**config.mk**
```make
export PLATFORM = sky130hd
export DESIGN_NAME = if_prefetch_buf
export DESIGN_NICKNAME = d
export VERILOG_FILES = /design/src/rtl/if_prefetch_buf.sv
export SDC_FILE = /design/constraint.sdc
export NUM_CORES = 1
export LEC_CHECK = 0
export ABC_AREA = 1
export BUFFER_PORTS_ARGS = -buffer_cell sky130_fd_sc_hd__buf_2
export CORE_AREA = 5 5 174 176
export DETAILED_ROUTE_END_ITERATION = 16
export DIE_AREA = 0 0 179 181
export PLACE_DENSITY_LB_ADDON = 0.2
export SETUP_SLACK_MARGIN = 0.15
export SYNTH_ARGS = -nofsm -noshare
export SYNTH_HDL_FRONTEND = slang
export SYNTH_SLANG_ARGS = --single-unit
```
**constraint.sdc**
```tcl
create_clock -name clk -period 1.9 [get_ports clk]
set_input_delay 0.19 -clock clk [delete_from_list [all_inputs] [get_ports clk]]
set_output_delay 0.19 -clock clk [all_outputs]
set_load 0.05 [all_outputs]
```
**src/rtl/if_prefetch_buf.sv**
```systemverilog
`timescale 1ns/1ps
`default_nettype none
// ============================================================================
//  Module   : if_prefetch_buf
//  Purpose  : Instruction-fetch prefetch buffer. Issues sequential ROM reads
//             from a registered fetch PC, parks returning words with their PC
//             tags in a DEPTH-entry FIFO and presents the head to IF/ID.
//             flush redirects the fetch stream and drops everything in flight.
//  Options  : PREFETCH_BYPASS_EN - when defined, a returning ROM word is
//             forwarded straight to if_* while the FIFO is empty.
//  Revision : 1.0 - initial release
// ============================================================================
module if_prefetch_buf #(
  parameter int          DEPTH    = 4,
  parameter logic [31:0] RESET_PC = 32'h0000_0000
) (
  input  logic        clk,
  input  logic        rst,
  input  logic        flush,
  input  logic [31:0] new_pc,
  input  logic        stall,
  output logic        rom_ce,
  output logic [31:0] rom_addr,
  input  logic [31:0] rom_data,
  output logic [31:0] if_pc,
  output logic [31:0] if_inst,
  output logic        if_valid
);

  localparam int            c_AW    = (DEPTH > 1) ? $clog2(DEPTH) : 1;
  localparam int            c_CW    = c_AW + 1;
  localparam logic [c_CW:0] c_DEPTH = (c_CW + 1)'(DEPTH);

  // PCs are word aligned, so only bits [31:2] are stored anywhere.
  logic [29:0]     r_fetch_pc;
  logic            r_inflight;
  logic [29:0]     r_inflight_pc;
  logic [31:0]     r_mem_inst [DEPTH];
  logic [29:0]     r_mem_pc   [DEPTH];
  logic [c_AW-1:0] r_wr_ptr;
  logic [c_AW-1:0] r_rd_ptr;
  logic [c_CW-1:0] r_count;

  logic            w_empty;
  logic            w_bypass;
  logic            w_pop;
  logic            w_pop_fifo;
  logic            w_push;
  logic [c_CW:0]   w_level;
  logic            w_issue;
  logic            w_unused_bits;

  assign w_unused_bits = &{1'b0, new_pc[1:0]};
  assign w_empty       = (r_count == '0);

`ifdef PREFETCH_BYPASS_EN
  assign w_bypass = w_empty && r_inflight;
`else
  assign w_bypass = 1'b0;
`endif

  // Head presentation: FIFO head, the forwarded ROM word, or zeros when empty.
  always_comb begin
    if_valid = 1'b0;
    if_pc    = 32'h0;
    if_inst  = 32'h0;
    if (!w_empty) begin
      if_valid = 1'b1;
      if_pc    = {r_mem_pc[r_rd_ptr], 2'b00};
      if_inst  = r_mem_inst[r_rd_ptr];
    end
`ifdef PREFETCH_BYPASS_EN
    else if (w_bypass) begin
      if_valid = 1'b1;
      if_pc    = {r_inflight_pc, 2'b00};
      if_inst  = rom_data;
    end
`endif
  end

  // A forwarded word that is consumed the same cycle never enters the FIFO.
  assign w_pop      = if_valid && !stall && !flush;
  assign w_pop_fifo = w_pop && !w_bypass;
  assign w_push     = r_inflight && !flush && !(w_bypass && w_pop);

  // Occupancy after this cycle's pop and in-flight landing; a new read is
  // only issued if it is guaranteed a free slot when its data returns.
  assign w_level  = {1'b0, r_count} - {{c_CW{1'b0}}, w_pop} + {{c_CW{1'b0}}, r_inflight};
  assign w_issue  = rst && !flush && (w_level < c_DEPTH);

  assign rom_ce   = w_issue;
  assign rom_addr = {r_fetch_pc, 2'b00};

  // Fetch PC and the single in-flight read tag.
  always_ff @(posedge clk or negedge rst) begin
    if (!rst) begin
      r_fetch_pc    <= RESET_PC[31:2];
      r_inflight    <= 1'b0;
      r_inflight_pc <= '0;
    end else if (flush) begin
      r_fetch_pc    <= new_pc[31:2];
      r_inflight    <= 1'b0;
    end else begin
      r_inflight <= w_issue;
      if (w_issue) begin
        r_inflight_pc <= r_fetch_pc;
        r_fetch_pc    <= r_fetch_pc + 30'd1;
      end
    end
  end

  // FIFO pointers and occupancy; flush empties the buffer outright.
  always_ff @(posedge clk or negedge rst) begin
    if (!rst) begin
      r_wr_ptr <= '0;
      r_rd_ptr <= '0;
      r_count  <= '0;
    end else if (flush) begin
      r_wr_ptr <= '0;
      r_rd_ptr <= '0;
      r_count  <= '0;
    end else begin
      if (w_push)     r_wr_ptr <= r_wr_ptr + 1'b1;
      if (w_pop_fifo) r_rd_ptr <= r_rd_ptr + 1'b1;
      r_count <= r_count + {{(c_CW-1){1'b0}}, w_push} - {{(c_CW-1){1'b0}}, w_pop_fifo};
    end
  end

  // FIFO storage: returning ROM word together with its PC tag.
  always_ff @(posedge clk or negedge rst) begin
    if (!rst) begin
      for (int i = 0; i < DEPTH; i++) begin
        r_mem_inst[i] <= '0;
        r_mem_pc[i]   <= '0;
      end
    end else if (w_push) begin
      r_mem_inst[r_wr_ptr] <= rom_data;
      r_mem_pc[r_wr_ptr]   <= r_inflight_pc;
    end
  end

endmodule
`default_nettype wire

```
Word-level counts from Yosys, hierarchy flattened. Index checks and enable logic that the tools add are counted.

Add/subtract/negate cells: 7. Bitwise gates (word level): 3. $lt $le $gt $ge: 4. Reduce and logical (&&, ||, !) cells: 13. Mux-type cells: 23.

Operators with widths (count): $mux 32 (5); $mux 30 (5); $bwmux 128 (1); $bwmux 120 (1); $bmux 32 s2 (1); $demux 32 s2 (1); $bmux 30 s2 (1); $demux 30 s2 (1); $add 30x1->30 const B (1); $mux 2 (4); $ge 3x3->1 const B (2); $logic_and 1x1->1 (6); $not 2->3 (2); $reduce_bool 2->1 (3); $add 2x1->2 const B (2); $add 4x1->4 (1); $lt 4x3->1 const B (1); $sub 3x1->4 (1); $add 3x1->3 (1); $logic_not 3->1 (1); $lt 3x1->1 const B (1); $mux 3 (1); $sub 3x1->3 (1); $logic_not 1->1 (2); other kinds (3) (4).

Input bits: 68. Logic and storage cells: 64. Output and inout bits: 98. Bits in registers: 316.

Longest topological paths before layout.
Word-level depth: 10. Mapped depth: 16. Mapped depth without buffers: 15.

Worst setup path before layout. OpenSTA, ideal clock, no wires.

Path kind: reg-to-output. Start point: register r_rd_ptr[0]. End point: output port if_inst[0]. Buffers on the path: 3. Required time: 1710 ps. Setup slack: -241 ps. Cell stages (with the launch flop): 7. Data arrival time: 1951 ps. Cells stage by stage: dfrtp_1 buf_2 inv_2 clkbuf_1 clkbuf_1 o21ai_0 a21oi_1.

Longest elaborated chain between the ends: 5.

RTL lines: from (decl) (line 41) `logic [c_AW-1:0] r_rd_ptr;`; from (signal assigned) (line 124) `if (w_pop_fifo) r_rd_ptr <= r_rd_ptr + 1'b1;`; $not 2->3 (implied by the code) (line 70) `if_inst = r_mem_inst[r_rd_ptr];`; $bmux 32 s2 (line 70); $mux 32 (implied by the code) (2 in a row) (line 70); $mux 32 (line 67) `if (!w_empty) begin`; to (decl) (line 26) `output logic [31:0] if_inst,`.

No other way between the ends. The select of a mux whose other input is x is not followed.

Worst setup path after layout.
Start point: register r_rd_ptr[0]. End point: output port if_inst[2].

The elaborated chain is that of the path after synthesis.

==> metrics.md <==
| Metric | Value |
|---|---|
| Status | finished with violations |
| Violated checks | negative setup slack |
| Post-Layout Inst Area | 23300 um2 |
| CTS root buf | clkbuf_16 |
| Initial Utilization | 0.523 |
| Clock Tree Buf Depth | 3 |
| Seq/Total Area, Yosys | 0.531 |
| Die W | 179 um |
| Port Buffers | 159 |
| Register-to-Register Path Depth | 19 |
| Routed WL per cell | 22.8 um |
| Initial antenna violation count | 0 |
| Area delta synth->final | 56.6% |
| Reg-to-reg setup timing slack | -470 ps |
| Die height | 181 um |
| Vias | 15.9k |
| Multi-input combinational cell area | 8380 um2 |
| Power Dens Cells | 1820 nW/um2 |
| H-tree Lvls | 2 |
| CP endpoint kind | output port |
| Clock sinks | 316 |
| Post-DP HPWL | 23.8 mm |
| WP data required | 1710 ps |
| WS Path Type | register to output port |
| Hold endpoint | r_mem_inst[18]$_DFFE_PN0P_ |
| Max FO, Critical Path | 6 |
| MaxCap Viol Count | 0 |
| Total GRT Usage | 0.302 |
| Netlist cell types | 26 |
| Pin count of the biggest net entering global routing | 180 |
| Post-layout min period | 2440 ps |
| VDD IR max | 0.889 mV |
| Core Rows | 62 |
| Top-count cell post-synth | nand2_1 |
| Post-Syn Area per Cell | 7.77 um2 |
| DRC | 0 |
| Sequential Area | 7930 um2 |
| Layout fillers | 1469 |
| Reg-to-reg startpoint | r_count[1]$_DFF_PN0_ |
| Post-synthesis instance total | 1916 |
| Final Setup Violations | 127 |
| Synth area leader | dfrtp_1 |
| Post-synth top flop | dfrtp_1 |
| # IOs | 166 |
| Synth cell count leaders | nand2_1 (481), o21ai_0 (406), dfrtp_1 (316), nor2_1 (280), inv_1 (114) |
| Post-DRT Antenna Nets | 0 |
| Antenna Cells | 0 |
| Post-DP Area | 17100 um2 |
| Seq cells post-synth | 316 |
| WL final | 59.9 mm |
| Die area | 32400 um2 |
| Setup Skew | 22.0 ps |
| GPL Wtd Cong | 0.917 |
| Iter 0 DRT Violations | 2008 |
| Synth warn | 0 |
| P_leak | 10.4 nW |
| Hold Fails Final Rpt | 0 |
| Post-synth top area share | 0.531 |
| Worst path arrival time | 2250 ps |
| Syn Std Cell Area | 14900 um2 |
| Cts bufs inserted | 36 |
| EDFF count, synth | 0 |
| Slew margin rel. | 0.332 |
| Core area | 28500 um2 |
| Fmax | 0.410 GHz |
| CTS tree | done |
| Worst Hold Margin | 14.4 ps |
| Unrepaired setup endpoints after global routing | true |
| Number of vias per cell | 6.06 |
| Crit path launch type | register |
| Final WS setup | -538 ps |
| Synth area leaders | dfrtp_1 (53%), o21ai_0 (14%), nand2_1 (12%), nor2_1 (7.1%), inv_1 (2.9%) |
| Global-route wire length before repair | 78.4 mm |
| Number of detailed-route iterations in the first pass | 6 |
| Worst Hold Class | input port to register |
| Worst-Margin Slew | 1000 ps |
| Finished Core Util | 0.818 |
| Worst Hold Depth | 3 |
| Share of layout cells above drive strength 1 | 0.371 |
| Reg clk slew, reported paths | 60 ps |
| R2r endpoint | r_fetch_pc[4]$_DFFE_PN0P_ |
| Fin. max-slew vios | 0 |
| Tcrit/Tclk final | 1.28 |
| Clk_lat worst skew | 540 ps |
| # nets final | 2296 |
| Overflow after GRT | 0 |
| Hold Crit Start | rom_data[18] |
| Post-synth ARST share | 1.00 |
| Vias in the first global route | 14.6k |
critical path, cell delays in order (launching register included):
cell and delay (ps):
dfrtp_4 470, buf_6 120, buf_6 120, buf_12 120
buf_16 140, buf_12 120, nor2_4 30, nor2_2 150
o21ai_2 120, a21oi_4 160, buf_6 180
sequential cells by signal (all words and copies together), names as in the netlist:
register,count
r_inflight,1
r_mem_pc,120
r_inflight_pc,30
r_rd_ptr,2
r_count,3
r_fetch_pc,30
r_mem_inst,128
r_wr_ptr,2
layout by cell type (no fill, tap or decap), types with 53 or more instances in the layout:
cell type / instances
dlygate4sd3_1: 53
nor2_4: 90
nand2_1: 426
buf_6: 86
inv_1: 107
buf_2: 94
o21ai_0: 275
nor2_1: 113
o21ai_2: 71
nor2_2: 82
dfrtp_1: 299
routing by layer:
metal  wire length, um  global-route usage  vias up
li1                  -                   -     6799
met1             21500               0.407     7609
met2             28500               0.491     1149
met5                 0                   0        -
met3              5770              0.0537      356
met4              4170               0.110        0
kinds of logic after synthesis:
group,count (synthesis),synth area share
other cells,1,0.000252
fa+ha+maj,9,0.00807
flops,316,0.531
compound gates,496,0.167
xor+xnor,7,0.00412
buf+inv,245,0.0680
simple gates,842,0.221
power breakdown:
| group | leakage (nW) | total [W] | internal, W | switching (W) |
|---|---|---|---|---|
| clock network | 0.604 | 0.00736 | 0.00446 | 0.00290 |
| registers | 4.21 | 0.0105 | 0.00860 | 0.00189 |
| logic | 5.62 | 0.0245 | 0.0102 | 0.0143 |
| total | 10.4 | 0.0424 | 0.0232 | 0.0191 |
stage by stage:
step	TNS [ps]	std cells	setup slack [ps]	total power (W)
2_1_floorplan	-304	1919	-22.5	0.0200
3_3_place_gp	-3640	2396	-139	0.0234
3_5_place_dp	-6820	2396	-186	0.0238
4_1_cts	-45080	2585	-499	0.0380
5_1_grt	-62160	2626	-574	0.0439
6_report	-52600	2626	-538	0.0424
cell type report:
class / instances / share of cell area
multi-input combinational: 1358 / 0.360
sequential: 316 / 0.340
timing repair buffer: 386 / 0.204
clock buffer: 50 / 0.0457
inverter: 120 / 0.0211
tap: 384 / 0.0206
clock inverter: 11 / 0.00736
timing repair inverter: 1 / 0.00129
repair_timing:
action,4_1_cts,5_1_grt
hold endpoints to repair,305,0
hold buffers,53,0
gates resized for setup,556,290
setup endpoints to repair,127,127
cloned,35,8
buffers inserted,40,33
pin swaps,115,155
how the worst max path moves through the flow:
stage	start	end	slack, ps	depth (start not counted)
CTS	r_count[1]$_DFF_PN0_	rom_ce	-500	13
global placement	r_count[1]$_DFF_PN0_	r_fetch_pc[0]$_DFFE_PN0P_	-140	15
global route	r_count[1]$_DFF_PN0_	r_fetch_pc[4]$_DFFE_PN0P_	-570	19
detailed placement	r_count[1]$_DFF_PN0_	r_fetch_pc[21]$_DFFE_PN0P_	-190	15
finish	r_rd_ptr[0]$_DFFE_PN0P_	if_inst[2]	-540	10
floorplan	r_count[1]$_DFF_PN0_	if_valid	-20	5
No activity file was read; power rests on OpenSTA's default activity.
